`src/rtl/ps2_host_tx.sv`:
```
// Host-to-device PS/2 command transmitter: inhibit, request-to-send, shift 8 data + odd parity + stop, check ack.
// Optional feature: define PS2_TX_RETRY_EN to retry a NACKed byte up to two more times.
module ps2_host_tx #(
  parameter int INHIBIT_CYCLES = 12000,
  parameter int TIMEOUT_CYCLES = 2000000
) (
  input  logic       clk,
  input  logic       resetN,
  input  logic [7:0] txData,
  input  logic       txValid,
  output logic       txReady,
  input  logic       ps2ClkIn,
  input  logic       ps2DataIn,
  output logic       ps2ClkLow,
  output logic       ps2DataLow,
  output logic       txDone,
  output logic       txError
);

  localparam int CNT_MAX = (INHIBIT_CYCLES > TIMEOUT_CYCLES) ? INHIBIT_CYCLES : TIMEOUT_CYCLES;
  localparam int CW = $clog2(CNT_MAX + 1);
  localparam logic [CW-1:0] INH_LAST  = CW'(INHIBIT_CYCLES - 1);
  localparam logic [CW-1:0] INH_START = CW'(INHIBIT_CYCLES - 2);
  localparam logic [CW-1:0] WD_LAST   = CW'(TIMEOUT_CYCLES - 1);
  localparam logic START_AT_ACCEPT = (INHIBIT_CYCLES == 1);

  typedef enum logic [2:0] {
    IDLE, INHIBIT, REQ, SHIFT, ACK, WAIT_IDLE
  } state_t;

  state_t          state_reg;
  logic [1:0]      clk_sync_reg;
  logic [1:0]      data_sync_reg;
  logic            clk_prev_reg;
  logic [CW-1:0]   cnt_reg;
  logic [8:0]      shift_reg;
  logic [3:0]      bit_reg;
  logic            fall_edge;

`ifdef PS2_TX_RETRY_EN
  logic [8:0]      frame_reg;
  logic [1:0]      retry_reg;
`endif

  assign fall_edge = clk_prev_reg & ~clk_sync_reg[1];

  // Synchronizers idle high so that reset release never looks like a clock fall.
  always_ff @(posedge clk or negedge resetN) begin
    if (!resetN) begin
      clk_sync_reg  <= 2'b11;
      data_sync_reg <= 2'b11;
      clk_prev_reg  <= 1'b1;
    end else begin
      clk_sync_reg  <= {clk_sync_reg[0], ps2ClkIn};
      data_sync_reg <= {data_sync_reg[0], ps2DataIn};
      clk_prev_reg  <= clk_sync_reg[1];
    end
  end

  always_ff @(posedge clk or negedge resetN) begin
    if (!resetN) begin
      state_reg  <= IDLE;
      cnt_reg    <= '0;
      shift_reg  <= '0;
      bit_reg    <= '0;
      txReady    <= 1'b0;
      ps2ClkLow  <= 1'b0;
      ps2DataLow <= 1'b0;
      txDone     <= 1'b0;
      txError    <= 1'b0;
`ifdef PS2_TX_RETRY_EN
      frame_reg  <= '0;
      retry_reg  <= '0;
`endif
    end else begin
      txDone  <= 1'b0;
      txError <= 1'b0;
      case (state_reg)
        IDLE: begin
          ps2ClkLow  <= 1'b0;
          ps2DataLow <= 1'b0;
          txReady    <= 1'b1;
          if (txValid && txReady) begin
            shift_reg  <= {~^txData, txData};
            bit_reg    <= '0;
            cnt_reg    <= '0;
            ps2ClkLow  <= 1'b1;
            ps2DataLow <= START_AT_ACCEPT;
            txReady    <= 1'b0;
            state_reg  <= INHIBIT;
`ifdef PS2_TX_RETRY_EN
            frame_reg  <= {~^txData, txData};
            retry_reg  <= '0;
`endif
          end
        end

        INHIBIT: begin
          cnt_reg <= cnt_reg + 1'b1;
          if (cnt_reg == INH_START) ps2DataLow <= 1'b1;
          if (cnt_reg == INH_LAST) begin
            // Release the clock with the start bit already on the line; watchdog starts here.
            ps2ClkLow  <= 1'b0;
            ps2DataLow <= 1'b1;
            cnt_reg    <= '0;
            state_reg  <= REQ;
          end
        end

        REQ, SHIFT, ACK, WAIT_IDLE: begin
          if (cnt_reg == WD_LAST) begin
            // Watchdog expiry takes priority over any coincident clock fall.
            ps2ClkLow  <= 1'b0;
            ps2DataLow <= 1'b0;
            txError    <= 1'b1;
            txReady    <= 1'b1;
            state_reg  <= IDLE;
          end else begin
            cnt_reg <= cnt_reg + 1'b1;
            case (state_reg)
              REQ: begin
                if (fall_edge) begin
                  ps2DataLow <= ~shift_reg[0];
                  shift_reg  <= {1'b0, shift_reg[8:1]};
                  bit_reg    <= 4'd1;
                  state_reg  <= SHIFT;
                end
              end
              SHIFT: begin
                if (fall_edge) begin
                  if (bit_reg == 4'd9) begin
                    ps2DataLow <= 1'b0;
                    state_reg  <= ACK;
                  end else begin
                    ps2DataLow <= ~shift_reg[0];
                    shift_reg  <= {1'b0, shift_reg[8:1]};
                    bit_reg    <= bit_reg + 1'b1;
                  end
                end
              end
              ACK: begin
                if (fall_edge) begin
                  if (!data_sync_reg[1]) begin
                    state_reg <= WAIT_IDLE;
                  end else begin
`ifdef PS2_TX_RETRY_EN
                    if (retry_reg != 2'd2) begin
                      retry_reg  <= retry_reg + 1'b1;
                      shift_reg  <= frame_reg;
                      bit_reg    <= '0;
                      cnt_reg    <= '0;
                      ps2ClkLow  <= 1'b1;
                      ps2DataLow <= START_AT_ACCEPT;
                      state_reg  <= INHIBIT;
                    end else begin
                      ps2DataLow <= 1'b0;
                      txError    <= 1'b1;
                      txReady    <= 1'b1;
                      state_reg  <= IDLE;
                    end
`else
                    ps2DataLow <= 1'b0;
                    txError    <= 1'b1;
                    txReady    <= 1'b1;
                    state_reg  <= IDLE;
`endif
                  end
                end
              end
              WAIT_IDLE: begin
                if (clk_sync_reg[1] && data_sync_reg[1]) begin
                  txDone    <= 1'b1;
                  txReady   <= 1'b1;
                  state_reg <= IDLE;
                end
              end
              default: state_reg <= IDLE;
            endcase
          end
        end

        default: begin
          ps2ClkLow  <= 1'b0;
          ps2DataLow <= 1'b0;
          state_reg  <= IDLE;
        end
      endcase
    end
  end

endmodule

```
`config.mk`:
```
export PLATFORM = sky130hd
export DESIGN_NAME = ps2_host_tx
export DESIGN_NICKNAME = d
export VERILOG_FILES = /design/src/rtl/ps2_host_tx.sv
export SDC_FILE = /design/constraint.sdc
export NUM_CORES = 1
export LEC_CHECK = 0
export BUFFER_PORTS_ARGS = -buffer_cell sky130_fd_sc_hd__buf_2
export CORE_MARGIN = 3
export CORE_UTILIZATION = 40
export DETAILED_ROUTE_END_ITERATION = 8
export PLACE_DENSITY_LB_ADDON = 0.15
export SYNTH_ARGS = -nofsm -noshare
export SYNTH_HDL_FRONTEND = slang
export SYNTH_SLANG_ARGS = --single-unit
export TNS_END_PERCENT = 10
```
`constraint.sdc`:
```
create_clock -name clk -period 2.8 [get_ports clk]
set_clock_uncertainty 0.2 [all_clocks]
set_input_delay 0.28 -clock clk [delete_from_list [all_inputs] [get_ports clk]]
set_output_delay 0.28 -clock clk [all_outputs]
set_load 0.05 [all_outputs]
```
== Word level (Yosys, flattened, before mapping) ==
Index checks and enable logic that the tools add are counted.

* Add/subtract/negate cells: 2
* Eq/ne operators: 26
* Muxes and demuxes: 59
* Bitwise operators: 3
* Reductions and logical operators: 13

{| class="wikitable"
|+ Operators with widths
! operator !! count
|-
| $mux 21 || 3
|-
| $pmux 21 s3 || 1
|-
| $mux 9 || 5
|-
| $eq 21x14->1 const B || 2
|-
| $pmux 9 s2 || 2
|-
| $ne 4x4->1 const B || 7
|-
| $mux 3 || 9
|-
| $mux 1 || 25
|-
| $add 21x1->21 const B || 1
|-
| $eq 21x21->1 const B || 1
|-
| $mux 4 || 5
|-
| $pmux 4 s2 || 2
|-
| $ne 3x3->1 const B || 5
|-
| $reduce_and 7->1 || 2
|-
| $pmux 3 s4 || 1
|-
| $pmux 3 s3 || 1
|-
| $ne 2x2->1 const B || 4
|-
| $reduce_xnor 8->1 || 1
|-
| $eq 3x2->1 const B || 2
|-
| $eq 3x3->1 const B || 2
|-
| $pmux 1 s2 || 3
|-
| $pmux 1 s3 || 2
|-
| $reduce_and 6->1 || 1
|-
| $ne 5x5->1 const B || 1
|-
| other kinds (13) || 15
|}

* Flip-flop bits (word level): 47
* Output and inout port bits: 5
* Logic and storage cells: 115

== Longest topological paths before layout ==
Gate-level depths: netlist of the first run.

* Depth in word-level cells: 6
* Mapped depth: 10

== Worst setup path after synthesis of the first run ==
OpenSTA, ideal clock, no wires.

* Path type: reg2reg
* Start: register state_reg[1]
* End: register cnt_reg[9]
* Arrival time: 2.457 ns
* Required time: 2.531 ns
* Path slack: 0.074 ns
* Cell stages (with the launch flop): 10
* Path buffers: 2
* Path through: dfrtp_1 buf_4 inv_1 ha_1 inv_1 clkbuf_1 nor2_1 a221o_1 or4b_2 nand3_1

* Cells in the longest elaborated chain, start to end: 4
* Elaborated cells on any way between the ends: 12
* Classes of those cells: eq/ne: 7; mux: 1; reduce/logical: 4

{| class="wikitable"
|+ RTL lines
! item !! RTL line !! text
|-
| start: declaration || 31 || <nowiki>state_t state_reg;</nowiki>
|-
| start signal: assignment || 62 || <nowiki>state_reg <= IDLE;</nowiki>
|-
| start signal: assignment || 90 || <nowiki>state_reg <= INHIBIT;</nowiki>
|-
| start signal: assignment || 106 || <nowiki>state_reg <= REQ;</nowiki>
|-
| $eq 3x3->1 / $eq 3x2->1 (equally long branches) || 78 || <nowiki>case (state_reg)</nowiki>
|-
| $reduce_or 4->1 || 78 ||
|-
| $ne 2x2->1 (no line) / $reduce_bool 3->1 (equally long branches) || n/a ||
|-
| $reduce_and 3->1 (no line) || n/a ||
|-
| end signal: assignment || 99 || <nowiki>cnt_reg <= cnt_reg + 1'b1;</nowiki>
|-
| end signal: assignment || 119 || <nowiki>cnt_reg <= cnt_reg + 1'b1;</nowiki>
|-
| end: declaration || 35 || <nowiki>logic [CW-1:0] cnt_reg;</nowiki>
|}

Several ways; a longest one is shown, not always the timed one.
A chain may end at the register's enable or synchronous reset.

== Final worst setup path of the first run ==
* Start: register cnt_reg[0]
* End: register ps2DataLow

* Cells in the longest elaborated chain, start to end: 3
* Elaborated cells on any way between the ends: 13
* Classes of those cells: eq/ne: 9; mux: 3; reduce/logical: 1

{| class="wikitable"
|+ RTL lines
! item !! RTL line !! text
|-
| $eq 21x21->1, or another cell as far along || 111 || <nowiki>if (cnt_reg == WD_LAST) begin</nowiki>
|-
| $ne 5x5->1 (no line), or another cell as far along || n/a ||
|-
| $reduce_and 6->1 (no line) / $pmux 1 s2 (equally long branches) || n/a ||
|-
| end signal: assignment || 123 || <nowiki>ps2DataLow <= ~shift_reg[0];</nowiki>
|-
| end signal: assignment || 135 || <nowiki>ps2DataLow <= ~shift_reg[0];</nowiki>
|-
| end: declaration || 15 || <nowiki>output logic ps2DataLow,</nowiki>
|}

Several ways; a longest one is shown, not always the timed one.

==> summary.md, run 1 <==
| Metric | Value |
|---|---|
| Outcome | finished, final reports clean |
| Max clock buf depth | 2 |
| Most common cell in the synthesized netlist | dfrtp_1 |
| Worst-Margin Slew | 1.01 ns |
| RSZ-0062 raised after global routing | no |
| RePlAce Congestion | 0.892 |
| Gr ovfl total | 0 |
| Chip width | 90.5 um |
| Post-Syn Nets | 330 |
| Vias in the first global route | 2328 |
| VDD IR max | 0.000189 V |
| PortBufs | 17 |
| Die area | 8180 sq um |
| Area Overhead vs Synth | 13.9% |
| Post-DP HPWL | 5.01 mm |
| Hold Crit Class | in2reg |
| Post-synth EDFFs | 0 |
| Clk_lat worst skew | 0.31 ns |
| GRT busiest layer | met1 |
| Row count | 30 |
| Via count | 2447 |
| Sequential area share after synthesis | 0.414 |
| Vias per inst | 5.59 |
| CP startpoint kind | register |
| Synthesis-stage register bit count | 47 |
| Residual DRC | 0 |
| Synth cell types | 63 |
| Synth cell count leaders | 42 x dfrtp_1, 30 x o21ai_0, 28 x nor2_1 |
| Avg Cell Area, Syn | 9.21 sq um |
| Final Hold Fails | 0 |
| Share of the cycle needed by the critical path after routing | 0.922 |
| Initial antenna violation count | 0 |
| Arr. time, crit path | 2.58 ns |
| Clk sink count | 47 |
| Largest net degree at the start of global routing | 45 |
| Worst relative slew slack | 0.324 |
| DRT Wirelength | 6.96 mm |
| Die height | 90.5 um |
| Routed Antenna Nets | 0 |
| CTS root buffer | clkbuf_8 |
| Setup Buffers After CTS | 0 |
| GR met3 Demand/Resource | 0.0250 |
| GR Util met1 | 0.272 |
| Drt pass-1 iters | 6 |
| CTS tree | done |
| Ports | 18 |
| GRT Util Overall | 0.177 |
| Leading area contributor after synthesis | dfrtp_1 |
| Area of the mapped netlist | 2850 sq um |
| Clk slew on worst S/H paths | 0.10 ns |
| Initial Utilization | 0.415 |
| ANT cells | 0 |
| Fmax | 388 MHz |
| Synthesized instance count | 310 |
| Worst EP required | 2.80 ns |
| Setup TNS Final | 0 ns |
| Post-layout minimum cycle time | 2.58 ns |
| H-tree Lvls | 2 |
| First-pass GRT wire length | 12.0 mm |
| MaxCap Viol Count | 0 |
| Layout cells sized above 1 | 0.193 |
| Core Box Area | 6870 sq um |
| Count of final setup violators | 0 |
| Crit Path Class | reg2reg |
| Initial drt markers | 166 |
| Met2 Resource Use GR | 0.258 |
| Maximum fanout along the worst path | 7 |
| Drt wl/cell | 15.9 um |
| Synth Flop Type | dfrtp_1 |
| Power Density | 362 nW/um^2 |
| Ys async rst share | 1.00 |
| Top cells by area, synth | dfrtp_1 37%, o21ai_0 5.3%, dfstp_2 4.6%, nor2_1 3.7%, mux2i_1 3.5% |
| Final net count | 361 |
| Max reg flops | 21 |
| Kind of end point of the critical path | register |
| Top-area cell type share of the netlist area | 0.368 |
| Synth Warn # | 0 |
| Pins Over Slew Limit | 0 |
| Total CTS buffers | 5 |
| Leakage | 1.41 nW |
| Hold_ws | 0.0678 ns |
==> report_power, final <==
group	internal (mW)	leakage [nW]	switching, mW
Sequential	0.685	0.594	0.00222
Clock	0.179	0.0408	0.258
Combinational	0.0242	0.779	0.0290
==> layout by cell type (no fill, tap or decap), types with 6 or more instances in the layout <==
| master | count |
|---|---|
| inv_1 | 6 |
| buf_2 | 17 |
| mux2i_1 | 10 |
| nor3_1 | 7 |
| nand3_1 | 19 |
| nor2_1 | 28 |
| dfrtp_1 | 42 |
| a21oi_1 | 14 |
| xor2_1 | 11 |
| buf_4 | 20 |
| xnor2_1 | 6 |
| o21ai_0 | 30 |
| ha_1 | 7 |
| nand2_1 | 24 |
==> timing repair <==
action / 4_1_cts / 5_1_grt
endpoints found under the setup margin: 0 / 2
hold buffers: 3 / 0
hold endpoints to repair: 39 / 0
gates resized for setup: 0 / 1
==> final timing paths <==
kind,from,endpoint,slack [ns],cells after the start
min in group asynchronous,resetN,shift_reg[2],0.48,2
max in group asynchronous,resetN,clk_sync_reg[1],1.17,3
worst min-delay path,txValid,ps2ClkLow,0.07,3
worst max-delay path,cnt_reg[0],ps2DataLow,0.22,6
worst max register to register,cnt_reg[0],ps2DataLow,0.22,6
worst min register to register,data_sync_reg[0],data_sync_reg[1],0.16,0
==> worst max-delay path, cell delays in order (launching register included) <==
cell     delay (ns)
dfrtp_1        0.44
ha_1           0.25
nand4_2        0.17
or4_4          0.62
o211a_1        0.22
o32a_1         0.31
mux2_2         0.25
==> metrics by stage <==
stage	instances	util	setup slack, ns	instance area, sq um	total power, mW
finish	438	0.473	0.219	3250	1.18
global route	438	0.473	0.0952	3250	1.23
CTS	438	0.473	0.129	3250	1.19
detailed placement	427	0.455	0.159	3130	0.752
global placement	427	0.455	0.198	3130	0.751
floorplan	310	-	0.0740	2850	0.722
==> metal layers <==
| metal | share of wire | wire length [um] |
|---|---|---|
| met1 | 0.50 | 3470 |
| met2 | 0.44 | 3070 |
| met3 | 0.043 | 297 |
| met4 | 0.018 | 125 |
| met5 | 0 | 0 |
==> cell families after synthesis <==
family	count (synthesis)	share of synthesized area
simple gates	124	0.232
compound gates	80	0.183
flops	47	0.414
buf+inv	23	0.0443
xor+xnor	17	0.0522
mux	12	0.0430
fa+ha+maj	7	0.0307
==> cell type report <==
| cell class | instances | area, sq um |
|---|---|---|
| clock inverter | 3 | 23.8 |
| inverter | 6 | 22.5 |
| sequential | 47 | 1180 |
| multi-input combinational | 240 | 1550 |
| fill | 666 | 3620 |
| clock buffer | 5 | 68.8 |
| tap | 96 | 120 |
| timing repair buffer | 41 | 285 |
Note: power is estimated with default switching activity, not from simulation.
==> run 2, diff against run 1 <==
clock period = 2.9 ns   (was 2.8 ns; I/O delays follow)
==> summary.md, run 2 (synthesized netlist as in run 1, its figures left out) <==
| Metric | Value |
|---|---|
| DRT Wirelength | 6.86 mm |
| Initial antenna violation count | 0 |
| CTS tree | done |
| Internal reg-to-reg setup slack | 0.20 ns |
| Via count | 2443 |
| Hold_ws | 0.0908 ns |
| RSZ-0062 raised after global routing | no |
| Buffer and inverter count on the worst path | 0 |
| Clk slew on worst S/H paths | 0.10 ns |
| Vias per inst | 5.59 |
| Drt wl/cell | 15.7 um |
| CP cell instances | ha_1 -> nand4_2 -> or4_1 -> o211a_1 -> o32a_1 -> mux2_2 |
| Worst r2r src | cnt_reg[0] |
| First-pass GRT wire length | 12.1 mm |
| Hold Crit Class | in2reg |
| Total CTS buffers | 5 |
| Ports | 18 |
| Slowest-stage cell, CP | or4_1 |
| Drt pass-1 iters | 4 |
| Count of final setup violators | 0 |
| Worst path max stage delay | 0.70 ns |
| Most frequent cells in the layout | 42 x dfrtp_1, 30 x o21ai_0, 28 x nor2_1 |
| CP Launch Point | cnt_reg[0] |
| Area Overhead vs Synth | 13.1% |
| Maximum fanout along the worst path | 7 |
| Worst EP required | 2.90 ns |
| Max clock buf depth | 2 |
| Commonest non-fill, non-tap cell in the layout | dfrtp_1 |
| Routed Antenna Nets | 0 |
| Power Density | 352 nW/um^2 |
| PortBufs | 17 |
| Post-DP HPWL | 4.85 mm |
| Fmax | 371 MHz |
| Share of the cycle needed by the critical path after routing | 0.931 |
| CP startpoint kind | register |
| Pwr Total | 1.14 mW |
| Clk sink count | 47 |
| Clk_lat worst skew | 0.31 ns |
| Post-route cell area | 3230 sq um |
| R2R depth | 6 |
| Setup WS post-layout | 0.201 ns |
| MaxCap Viol Count | 0 |
| Finished Layout Cells | 437 |
| Die area | 8180 sq um |
| Final Hold Fails | 0 |
| FF-to-FF End | ps2DataLow |
| Die height | 90.5 um |
| Place WS | 0.220 ns |
| Chip width | 90.5 um |
| Crit Path Class | reg2reg |
| Leakage | 1.40 nW |
| Hold depth | 3 |
| Initial Utilization | 0.415 |
| Gr ovfl total | 0 |
| Arr. time, crit path | 2.69 ns |
| Residual DRC | 0 |
| Worst relative slew slack | 0.306 |
| Final net count | 360 |
| Hold Path Origin | txData[2] |
| Layout cells sized above 1 | 0.188 |
| Cell family with most CP delay | simple AND/OR/NAND/NOR gates |
| Outcome | finished, final reports clean |
| Fin util | 0.470 |
| Setup Buffers After CTS | 0 |
| Placed Instance Area | 3110 sq um |
| CTS Hold Bufs | 3 |
| VDD IR max | 0.000157 V |
| Vias in the first global route | 2353 |
| Largest net degree at the start of global routing | 45 |
| Hold worst-path end | shift_reg[2] |
| PostCTS Resize Cnt | 0 |
| Pins Over Slew Limit | 0 |
| GRT Util Overall | 0.180 |
| CTS root buffer | clkbuf_8 |
| Initial drt markers | 151 |
| Kind of end point of the critical path | register |
| Row count | 30 |
| Setup TNS Final | 0 ns |
| RePlAce Congestion | 0.864 |
| Worst-Margin Slew | 1.04 ns |
| H-tree Lvls | 2 |
| Dpl cells | 426 |
| Core Box Area | 6870 sq um |
| Max reg flops | 21 |
| ANT cells | 0 |
| Post-layout minimum cycle time | 2.70 ns |
-- run 2: cell types whose count changed in the layout (fill, tap and decap cells not counted), sizes merged --
cell	previous run	this run
buf	38	37
-- run 2: worst max-delay path by stage --
| stage | slack (ns) | cells past startpoint | endpoint |
|---|---|---|---|
| final | 0.20 | 6 | ps2DataLow |
| after global routing | 0.06 | 6 | ps2DataLow |
| after CTS | 0.18 | 6 | ps2DataLow |
| after detailed placement | 0.22 | 6 | ps2DataLow |
| after global placement | 0.29 | 6 | ps2DataLow |
| after floorplan | 0.17 | 9 | cnt_reg[9] |
-- run 2: cell type report --
type | count | area, sq um
Tap cell | 96 | 120
Sequential cell | 47 | 1180
Multi-Input combinational cell | 240 | 1550
Timing Repair Buffer | 40 | 265
Clock buffer | 5 | 68.8
Fill cell | 665 | 3640
Inverter | 6 | 22.5
Clock inverter | 3 | 23.8
-- run 2: per-layer routing --
metal | up-vias | GRT usage | wire [um]
met5 | - | 0 | 0
met4 | 0 | 0.0459 | 76
met3 | 6 | 0.0250 | 258
met2 | 37 | 0.259 | 2950
met1 | 1198 | 0.281 | 3580
li1 | 1202 | - | -
-- run 2: power by group --
group | internal, mW | switching [mW]
Combinational | 0.0233 | 0.0279
Sequential | 0.661 | 0.00220
Clock | 0.173 | 0.250
Total | 0.858 | 0.280
-- run 2: worst reg2reg max path: stages (launching register included) --
cell,delay [ns]
dfrtp_1,0.44
ha_1,0.25
nand4_2,0.17
or4_1,0.70
o211a_1,0.26
o32a_1,0.31
mux2_2,0.26
==> run 3, diff against run 2 <==
ABC_AREA = 1   (was unset)
==> summary.md, run 3 <==
| Metric | Value |
|---|---|
| Synth Warn # | 0 |
| Die height | 99.5 um |
| Commonest non-fill, non-tap cell in the layout | nand2_1 |
| Residual DRC | 0 |
| Count of final setup violators | 0 |
| Cell family with most CP delay | simple AND/OR/NAND/NOR gates |
| RSZ-0062 raised after global routing | no |
| Fin util | 0.451 |
| Largest net degree at the start of global routing | 42 |
| Kind of end point of the critical path | register |
| CTS tree | done |
| CTS root buffer | clkbuf_8 |
| Hold Crit Class | in2reg |
| Clock power share | 0.169 |
| Top cells by area, synth | dfrtp_1 30%, nand2_1 16%, nor2_1 6.8%, nand3_1 6.3%, inv_1 4.7% |
| Clk slew on worst S/H paths | 0.11 ns |
| Avg Cell Area, Syn | 7.08 sq um |
| ANT cells | 0 |
| Area Overhead vs Synth | 7.52% |
| Initial antenna violation count | 0 |
| Gr ovfl total | 0 |
| Post-layout minimum cycle time | 2.45 ns |
| Worst setup endpoint | shift_reg[1] |
| RePlAce Congestion | 0.902 |
| NetSw | 1.34 mW |
| Synthesized instance count | 494 |
| H-tree Lvls | 2 |
| Leading area contributor after synthesis | dfrtp_1 |
| Worst relative slew slack | 0.397 |
| VDD IR max | 0.000453 V |
| Pwr Total | 2.73 mW |
| Via count | 3174 |
| Synth cell types | 39 |
| Sequential area share after synthesis | 0.338 |
| Clk_lat worst skew | 0.31 ns |
| Drt pass-1 iters | 5 |
| Area of the mapped netlist | 3500 sq um |
| CP cell instances | inv_2 -> ha_1 -> buf_4 -> nand2_1 -> inv_1 -> nor3_4 -> nand2_8 -> nand2_1 -> o21ai_1 |
| Post-synth EDFFs | 0 |
| DRT Wirelength | 8.58 mm |
| Switching share of power | 0.491 |
| Pint | 1.39 mW |
| Most common cell in the synthesized netlist | nand2_1 |
| Total CTS buffers | 5 |
| GRT Util Overall | 0.182 |
| Worst-Margin Slew | 0.904 ns |
| Clk sink count | 47 |
| Worst r2r src | state_reg[1] |
| Post-Syn Nets | 514 |
| MaxCap Viol Count | 0 |
| Worst path max stage delay | 0.56 ns |
| Synth Flop Type | dfrtp_1 |
| Internal reg-to-reg setup slack | 0.45 ns |
| Buffer and inverter count on the worst path | 3 |
| Crit Path Class | reg2reg |
| Ports | 18 |
| Drt wl/cell | 13.9 um |
| CP startpoint kind | register |
| Synthesis-stage register bit count | 47 |
| Max reg flops | 21 |
| PortBufs | 17 |
| Share of the cycle needed by the critical path after routing | 0.844 |
| Pins Over Slew Limit | 0 |
| Max clock buf depth | 2 |
| Vias per inst | 5.15 |
| Final Hold Fails | 0 |
| Routed Antenna Nets | 0 |
| Sequential fraction of design power | 0.340 |
| Maximum fanout along the worst path | 25 |
| Top-area cell type share of the netlist area | 0.301 |
| Core Box Area | 8340 sq um |
| Combinational fraction of design power | 0.492 |
| Power Density | 726 nW/um^2 |
| Initial Utilization | 0.419 |
| Synth cell count leaders | 148 x nand2_1, 63 x nor2_1, 44 x inv_1, 44 x nand3_1, 42 x dfrtp_1 |
| Dpl cells | 605 |
| First-pass GRT wire length | 14.6 mm |
| Setup Buffers After CTS | 0 |
| Worst EP required | 2.90 ns |
| Arr. time, crit path | 2.45 ns |
| CP Launch Point | state_reg[1] |
| Vias in the first global route | 3124 |
| Most frequent cells in the layout | 148 x nand2_1, 63 x nor2_1, 44 x inv_1, 44 x nand3_1, 42 x dfrtp_1 |
| Slowest-stage cell, CP | dfrtp_1 |
| Ys async rst share | 1.00 |
| Die area | 9900 sq um |
| Finished Layout Cells | 616 |
| Final net count | 530 |
| FF-to-FF End | shift_reg[1] |
| Initial drt markers | 126 |
| Setup TNS Final | 0 ns |
| Leakage | 1.72 nW |
| Outcome | finished, final reports clean |
| Row count | 33 |
| Layout cells sized above 1 | 0.151 |
| R2R depth | 9 |
| Post-DP HPWL | 6.54 mm |
| Chip width | 99.5 um |
| Fmax | 408 MHz |
| Path length in cells of the critical path | 9 |
| Most used cell, CP | nand2_1 |
[run 3: cell types whose count changed in the layout (fill, tap and decap cells not counted), sizes merged, moves of 5 or more]
cell	delta
a21oi	-6
buf	-14
inv	+45
nand2	+136
nand3	+29
nor2	+39
nor4	-5
o21ai	+14
[run 3: what timing repair did]
| item | in CTS | in global routing |
|---|---|---|
| gates resized for setup | 0 | 0 |
| hold buffers | 3 | 0 |
| hold endpoints to repair | 37 | 0 |
[run 3: layer usage]
metal  wire, um  global-route usage
met5          0                   0
met1       3900               0.232
met3        264              0.0273
met4        185              0.0609
met2       4230               0.315
[run 3: kinds of logic (layout without fill, tap and decap cells)]
| group | Yosys count | count (layout) | share of synthesized area |
|---|---|---|---|
| multiplexers | 8 | 8 | 0.0229 |
| AO/OA/AOI/OAI | 62 | 62 | 0.111 |
| adder cells (fa/ha/maj) | 7 | 7 | 0.0251 |
| buffers and inverters | 66 | 83 | 0.0902 |
| flip-flops | 47 | 47 | 0.338 |
| XOR/XNOR | 14 | 14 | 0.0351 |
| AND/OR/NAND/NOR | 290 | 290 | 0.378 |
[run 3: area by class of cell]
| class | count | area, sq um |
|---|---|---|
| fill | 864 | 4580 |
| multi-input combinational | 381 | 2000 |
| sequential | 47 | 1180 |
| inverter | 49 | 186 |
| timing repair buffer | 26 | 160 |
| tap | 105 | 131 |
| clock buffer | 5 | 68.8 |
| clock inverter | 3 | 31.3 |
[run 3: tightest hold or removal path, delay by kind of cell]
family / cells / cell delay [ns]
compound gates: 1 / 0.07
simple gates: 1 / 0.08
buf+inv: 1 / 0.12
[run 3: power groups by stage]
stage	clock network, mW	logic (mW)	registers (mW)
after global placement	0	1.33	0.938
after detailed placement	0	1.35	0.940
after floorplan	0	1.14	0.967
final	0.461	1.34	0.926
after global routing	0.498	1.51	0.949
after CTS	0.478	1.36	0.928
[run 3: worst min path at each step]
stage | to | from | cells after the start | slack [ns]
CTS | ps2ClkLow | txValid | 3 | 0.06
detailed placement | clk_sync_reg[1] | clk_sync_reg[0] | 0 | 0.15
global route | ps2ClkLow | txValid | 3 | 0.09
floorplan | bit_reg[0] | resetN | 0 | -0.21
global placement | clk_sync_reg[1] | clk_sync_reg[0] | 0 | 0.15
finish | ps2ClkLow | txValid | 3 | 0.07
[run 3: stage by stage]
stage | hold slack (ns) | instance area (sq um) | setup WS [ns]
2_1_floorplan | -0.206 | 3500 | 0.800
3_3_place_gp | 0.148 | 3630 | 0.532
3_5_place_dp | 0.147 | 3630 | 0.442
4_1_cts | 0.0647 | 3760 | 0.425
5_1_grt | 0.0879 | 3760 | 0.286
6_report | 0.0730 | 3760 | 0.452
